[config.mk]
export PLATFORM = sky130hd
export DESIGN_NAME = inj_port_arbiter
export DESIGN_NICKNAME = d
export VERILOG_FILES = /design/src/rtl/inj_arb_pkg.sv /design/src/rtl/inj_port_arbiter_rr_picker.sv /design/src/rtl/inj_port_arbiter.sv
export SDC_FILE = /design/constraint.sdc
export NUM_CORES = 1
export LEC_CHECK = 0
export ABC_AREA = 1
export CORE_MARGIN = 5
export CORE_UTILIZATION = 26
export CTS_CLUSTER_SIZE = 16
export DETAILED_ROUTE_END_ITERATION = 10
export GPL_ROUTABILITY_DRIVEN = 0
export GPL_TIMING_DRIVEN = 1
export PLACE_DENSITY = 0.93
export SKIP_CTS_REPAIR_TIMING = 1
export SYNTH_ARGS = -nofsm -noshare
export SYNTH_HDL_FRONTEND = slang
export SYNTH_SLANG_ARGS = --single-unit
[constraint.sdc]
create_clock -name clk_i -period 2.9 [get_ports clk_i]
set_input_delay 0.58 -clock clk_i [delete_from_list [all_inputs] [get_ports clk_i]]
set_output_delay 0.58 -clock clk_i [all_outputs]
set_load 0.02 [all_outputs]
[src/rtl/inj_arb_pkg.sv]
// inj_arb_pkg
// Shared types and helpers for the injector-port arbiter.
//   arb_state_t : arbiter FSM state encoding (IDLE / GRANT)
//   idx_width() : width of an index able to address n sources
package inj_arb_pkg;

    typedef enum logic {
        IDLE  = 1'b0,
        GRANT = 1'b1
    } arb_state_t;

    function automatic int idx_width(input int n);
        return (n < 2) ? 1 : $clog2(n);
    endfunction

endpackage

[src/rtl/inj_port_arbiter_rr_picker.sv]
// rr_picker
// Combinational round-robin pick: first requester at or after ptr_i,
// scanning upward and wrapping modulo N_SRC.
// Ports:
//   req_i   in  N_SRC : request vector
//   ptr_i   in  IW    : scan start index (always < N_SRC)
//   valid_o out 1     : at least one request present
//   idx_o   out IW    : winning index (0 when no request)
module rr_picker
    import inj_arb_pkg::*;
#(
    parameter int  N_SRC = 2,
    localparam int IW    = idx_width(N_SRC)
) (
    input  logic [N_SRC-1:0] req_i,
    input  logic [IW-1:0]    ptr_i,
    output logic             valid_o,
    output logic [IW-1:0]    idx_o
);

    logic [2*N_SRC-1:0] req_dbl;
    logic [N_SRC-1:0]   req_rot;
    logic [IW:0]        sum;
    logic               found;

    // Rotating a doubled copy puts the request at ptr_i into bit 0, so a
    // plain lowest-bit-first scan gives the round-robin order.
    assign req_dbl = {req_i, req_i};
    assign req_rot = N_SRC'(req_dbl >> ptr_i);

    always_comb begin
        valid_o = |req_i;
        idx_o   = '0;
        found   = 1'b0;
        sum     = '0;
        for (int i = 0; i < N_SRC; i++) begin
            if (!found && req_rot[i]) begin
                found = 1'b1;
                sum   = {1'b0, ptr_i} + (IW+1)'(i);
                if (sum >= (IW+1)'(N_SRC)) begin
                    sum = sum - (IW+1)'(N_SRC);
                end
                idx_o = sum[IW-1:0];
            end
        end
    end

endmodule

[src/rtl/inj_port_arbiter.sv]
// inj_port_arbiter
// Packet-atomic round-robin arbiter sharing one router local input port
// among N_SRC flit sources. The grant is held until the owner's eop flit
// transfers (tx_o & credit_i); data/credit paths are combinational.
// Optional watchdog: define INJ_ARB_WATCHDOG_EN to revoke a grant after
// TIMEOUT consecutive stalled cycles and flag it in timeout_o/timeout_src_o.
// Ports:
//   clk_i, rst_i           : clock, synchronous active-high reset
//   tx_i/eop_i/data_i      : per-source flit valid, end-of-packet, flit
//   credit_o               : per-source credit (only owner sees credit_i)
//   tx_o/data_o, credit_i  : router-side port
//   grant_o                : one-hot owner, zero when idle
//   timeout_o, timeout_src_o : sticky watchdog flag and offending source
//
// state | meaning
// IDLE  | no owner; pick next requester from ptr
// GRANT | owner g_q holds the port until its eop transfer
module inj_port_arbiter
    import inj_arb_pkg::*;
#(
    parameter int  N_SRC     = 2,
    parameter int  FLIT_SIZE = 32,
    parameter int  TIMEOUT   = 1024,
    localparam int IW        = idx_width(N_SRC)
) (
    input  logic                       clk_i,
    input  logic                       rst_i,
    input  logic [N_SRC-1:0]           tx_i,
    input  logic [N_SRC-1:0]           eop_i,
    input  logic [N_SRC*FLIT_SIZE-1:0] data_i,
    output logic [N_SRC-1:0]           credit_o,
    output logic                       tx_o,
    input  logic                       credit_i,
    output logic [FLIT_SIZE-1:0]       data_o,
    output logic [N_SRC-1:0]           grant_o,
    output logic                       timeout_o,
    output logic [IW-1:0]              timeout_src_o
);

    if (N_SRC < 2 || TIMEOUT < 1) begin : g_bad_params
        $error("inj_port_arbiter: N_SRC must be >= 2 and TIMEOUT >= 1");
    end

    arb_state_t           state_q, state_d;
    logic [IW-1:0]        g_q, g_d;
    logic [IW-1:0]        ptr_q, ptr_d;
    logic [N_SRC-1:0]     grant_q, grant_d;
    logic                 pick_valid;
    logic [IW-1:0]        pick_idx;
    logic [IW-1:0]        g_next;
    logic                 xfer;
    logic                 eop_xfer;
    logic [FLIT_SIZE-1:0] src_data [N_SRC];

    for (genvar k = 0; k < N_SRC; k++) begin : g_unpack
        assign src_data[k] = data_i[k*FLIT_SIZE +: FLIT_SIZE];
    end

    rr_picker #(
        .N_SRC (N_SRC)
    ) u_picker (
        .req_i   (tx_i),
        .ptr_i   (ptr_q),
        .valid_o (pick_valid),
        .idx_o   (pick_idx)
    );

    always_comb begin
        tx_o     = 1'b0;
        data_o   = '0;
        credit_o = '0;
        if (state_q == GRANT) begin
            tx_o           = tx_i[g_q];
            data_o         = src_data[g_q];
            credit_o[g_q]  = credit_i;
        end
    end

    // tx_o is already 0 in IDLE, so xfer implies GRANT.
    assign xfer     = tx_o & credit_i;
    assign eop_xfer = xfer & eop_i[g_q];
    assign g_next   = (g_q == IW'(N_SRC-1)) ? '0 : g_q + 1'b1;

`ifdef INJ_ARB_WATCHDOG_EN
    localparam int SW = $clog2(TIMEOUT+1);

    logic [SW-1:0] stall_q, stall_d;
    logic          timeout_q, timeout_d;
    logic [IW-1:0] tsrc_q, tsrc_d;
    logic          stall_hit;

    // Fires on the edge where the stall count would reach TIMEOUT.
    assign stall_hit = (state_q == GRANT) && !xfer && (stall_q == SW'(TIMEOUT-1));
`endif

    always_comb begin
        state_d = state_q;
        g_d     = g_q;
        ptr_d   = ptr_q;
        grant_d = grant_q;
`ifdef INJ_ARB_WATCHDOG_EN
        stall_d   = '0;
        timeout_d = timeout_q;
        tsrc_d    = tsrc_q;
`endif
        case (state_q)
            IDLE: begin
                if (pick_valid) begin
                    state_d           = GRANT;
                    g_d               = pick_idx;
                    grant_d           = '0;
                    grant_d[pick_idx] = 1'b1;
                end
            end
            GRANT: begin
                if (eop_xfer) begin
                    state_d = IDLE;
                    ptr_d   = g_next;
                    grant_d = '0;
                end
`ifdef INJ_ARB_WATCHDOG_EN
                else if (stall_hit) begin
                    state_d   = IDLE;
                    ptr_d     = g_next;
                    grant_d   = '0;
                    timeout_d = 1'b1;
                    tsrc_d    = g_q;
                end else if (!xfer) begin
                    stall_d = stall_q + 1'b1;
                end
`endif
            end
            default: begin
                state_d = IDLE;
                grant_d = '0;
            end
        endcase
    end

    always_ff @(posedge clk_i) begin
        if (rst_i) begin
            state_q   <= IDLE;
            g_q       <= '0;
            ptr_q     <= '0;
            grant_q   <= '0;
`ifdef INJ_ARB_WATCHDOG_EN
            stall_q   <= '0;
            timeout_q <= 1'b0;
            tsrc_q    <= '0;
`endif
        end else begin
            state_q   <= state_d;
            g_q       <= g_d;
            ptr_q     <= ptr_d;
            grant_q   <= grant_d;
`ifdef INJ_ARB_WATCHDOG_EN
            stall_q   <= stall_d;
            timeout_q <= timeout_d;
            tsrc_q    <= tsrc_d;
`endif
        end
    end

    assign grant_o = grant_q;

`ifdef INJ_ARB_WATCHDOG_EN
    assign timeout_o     = timeout_q;
    assign timeout_src_o = tsrc_q;
`else
    assign timeout_o     = 1'b0;
    assign timeout_src_o = '0;
`endif

endmodule
==> impl_metrics.yaml <==
timing:
  final-setup-viol-count: 0
  drv_slew: 0
  tightest_slew_ns: 0.6067
  grt_setup_unrepaired: "false"
  min_period_ns: 2.679
  slew-limit-headroom_pct: 59.50
  worst_clock_skew_ns: 0.01011
  hold_viol: 0
  max_freq_ghz: 0.3733
  setup_tns_ns: 0
  worst_slack_ns: 0.2214
  whs_ns: 0.4572
  post-route-period-util_pct: 92.36
cells_and_area:
  syn2layout_area_growth_pct: 141.0
  fillers: 244
  drive_above_1_share_pct: 5.882
  seq_area_sq_um: 100.1
  multi_input_area_sq_um: 574.3
  fin_area_sq_um: 1882
  antennaDiodeCount: 0
  nNetsFinal: 327
setup_path:
  cp-startpoint: "g_q"
  arrival_ns: 2.10
  critPathKind: "register to output pin"
  rr_startpoint: "g_q"
  start_kind: "register"
  cp_cell_sequence: "inv_4 -> nor3_1 -> clkdlybuf4s50_1"
  worstPathRequired_ns: 2.32
  critPathTopFamily: "buffers and inverters"
  crit_fanout: 35
  cp_num_buf_inv: 2
  crit_path_top_delay_cell: "dfxtp_1"
  critPathCaptureType: "output pin"
  max_stage_delay_ns: 0.70
die:
  die_x_um: 64.80
  fp-row-count: 19
  start_util_pct: 27.60
  die_h_um: 64.80
  dieArea_sq_um: 4199
  boundaryPins: 110
  coreArea_sq_um: 2829
yosys:
  synthTopCellsByArea: "nor2_1 (32%), o21ai_0 (21%), dfxtp_1 (13%)"
  syn_inst: 153
  synth_area_sq_um: 780.7
  synth_area_per_cell_sq_um: 5.103
  yosys.area.top_type: "nor2_1"
  synth_cell_type_count: 21
  synthDominantCellAreaShare_pct: 32.21
  synth_seq_cells: 5
  ys_seq_area_share_pct: 12.82
  yosys_warnings: 0
route:
  drc_errors: 0
  num_vias: 1310
  final_antenna_net_count: 0
  initialDrtViolationCount: 69
  routed_wl_mm: 3.914
  dr.pass1.iters: 4
  viasPerCell: 4.580
  wl_per_cell_um: 13.69
clock_tree:
  clock_latency_ns: 0.24
  htree_levels: 1
  clockBufferDepth: 2
  cts_buffers: 3
  root_buffer: "clkbuf_4"
  cts.clk_slew.worst_paths_ns: 0.05
  clock-sinks: 5
  cts_tree: "yes"
global_route:
  use_met1_pct: 18.65
  grt.met2_usage_pct: 34.74
  grt_pass1_wl_mm: 5.954
  overflow: 0
  grt_max_degree: 36
  grt_use_met3_pct: 2.591
  globalRouteTotalUtil_pct: 17.41
  grt_pass1_vias: 1258
  antenna_found_initial: 0
  busiest_layer: "met2"
power_and_ir_drop:
  irDropWorstVdd_mv: 0.3385
  pwr-share-seq_pct: 16.4
  power_frac_comb_pct: 66.9
  power_density_nw_per_um2: 264.0
  p_sw_share_pct: 37.82
  internal_power_uw: 308.9
  clockPowerShare_pct: 16.7
  p_switching_uw: 187.9
  p_leak_nw: 0.7880
min_path:
  min-delay-start: "ptr_q"
  hp-class: "register to register"
placement:
  dp_hpwl_mm: 3.151
  numPortBuffers: 107
  dp_slack_ns: 0.3323
  dpl_cell_area_sq_um: 1856
run:
  drv_cap: 0
outcome:
  status: "finished, final reports clean"
==> sequential cells by signal, summed over array words and instances (netlist names) <==
signal   cells
g_q          1
grant_o      2
ptr_q        1
state_q      1
==> through the flow <==
stage	std cells	power (mW)	util, %
2_1_floorplan	154	0.2246	-
3_3_place_gp	282	0.4103	65.59
6_report	286	0.4968	66.52
4_1_cts	286	0.4995	66.52
3_5_place_dp	282	0.4149	65.59
5_1_grt	286	0.5340	66.52
==> cells in the final DEF, fill, tap and decap left out <==
cell | netlist | routed
clkdlybuf4s50_1 | 0 | 107
nor2_1 | 67 | 67
o21ai_0 | 32 | 32
inv_1 | 8 | 8
nand2_1 | 6 | 6
a21oi_1 | 6 | 6
dfxtp_1 | 5 | 5
nor2_4 | 3 | 3
nand3_1 | 3 | 3
clkbuf_4 | 0 | 3
nor3_1 | 2 | 2
nand2_2 | 2 | 2
conb_1 | 1 | 2
buf_4 | 3 | 2
inv_4 | 1 | 1
nor2_2 | 1 | 1
o21ai_2 | 1 | 1
nand2_4 | 1 | 1
o21ai_1 | 1 | 1
clkbuf_1 | 4 | 1
buf_12 | 0 | 1
==> worst min-delay path: stages, from the launching register on <==
cell and delay, ns:
dfxtp_1 0.31, nand2_1 0.06, a21oi_1 0.05
==> cell type report <==
cell class              count  share of cell area [%]
clock buffers               4                   1.396
inverters                   9                   1.928
multi-input cells         127                   30.52
flip-flops and latches      5                   5.319
well taps                  31                   2.061
repair buffers            110                   58.78
==> cell families after synthesis <==
kind of cell,after synthesis,share of synthesized area [%]
AOI/OAI and AO/OA,40,26.12
buffers and inverters,22,14.10
DFF,5,12.82
other,1,0.4803
and+or+nand+nor,85,46.47
==> Yosys cell counts <==
master	number
a21oi_1	6
clkbuf_1	4
o21ai_1	1
nand2_1	6
o21ai_0	32
nand2_4	1
dfxtp_1	5
nor2_1	67
o21ai_2	1
nand2_2	2
clkbuf_2	1
inv_1	8
nand3_1	3
nor3_1	2
inv_4	1
buf_6	1
conb_1	1
buf_2	4
buf_4	3
nor2_4	3
nor2_2	1
==> power by group through the flow <==
stage | Combinational (mW) | Sequential (mW) | Clock, mW
6_report | 0.333 | 0.0814 | 0.0829
2_1_floorplan | 0.143 | 0.0821 | 0
3_3_place_gp | 0.328 | 0.0825 | 0
5_1_grt | 0.357 | 0.0820 | 0.0950
3_5_place_dp | 0.332 | 0.0827 | 0
4_1_cts | 0.334 | 0.0814 | 0.0837
==> routing by layer <==
metal	part of all wire (%)	up-vias
met4	0.64	0
met2	53	55
li1	-	685
met5	0	-
met3	8.3	4
met1	38	566
==> final timing paths <==
check                                   end  depth (start not counted)  slack [ns]
worst min-delay path                  ptr_q                          2        0.46
worst max register to register   grant_o[1]                          7        1.28
worst min register to register        ptr_q                          2        0.46
worst max-delay path            credit_o[1]                          3        0.22
No activity file was read; power rests on OpenSTA's default activity.
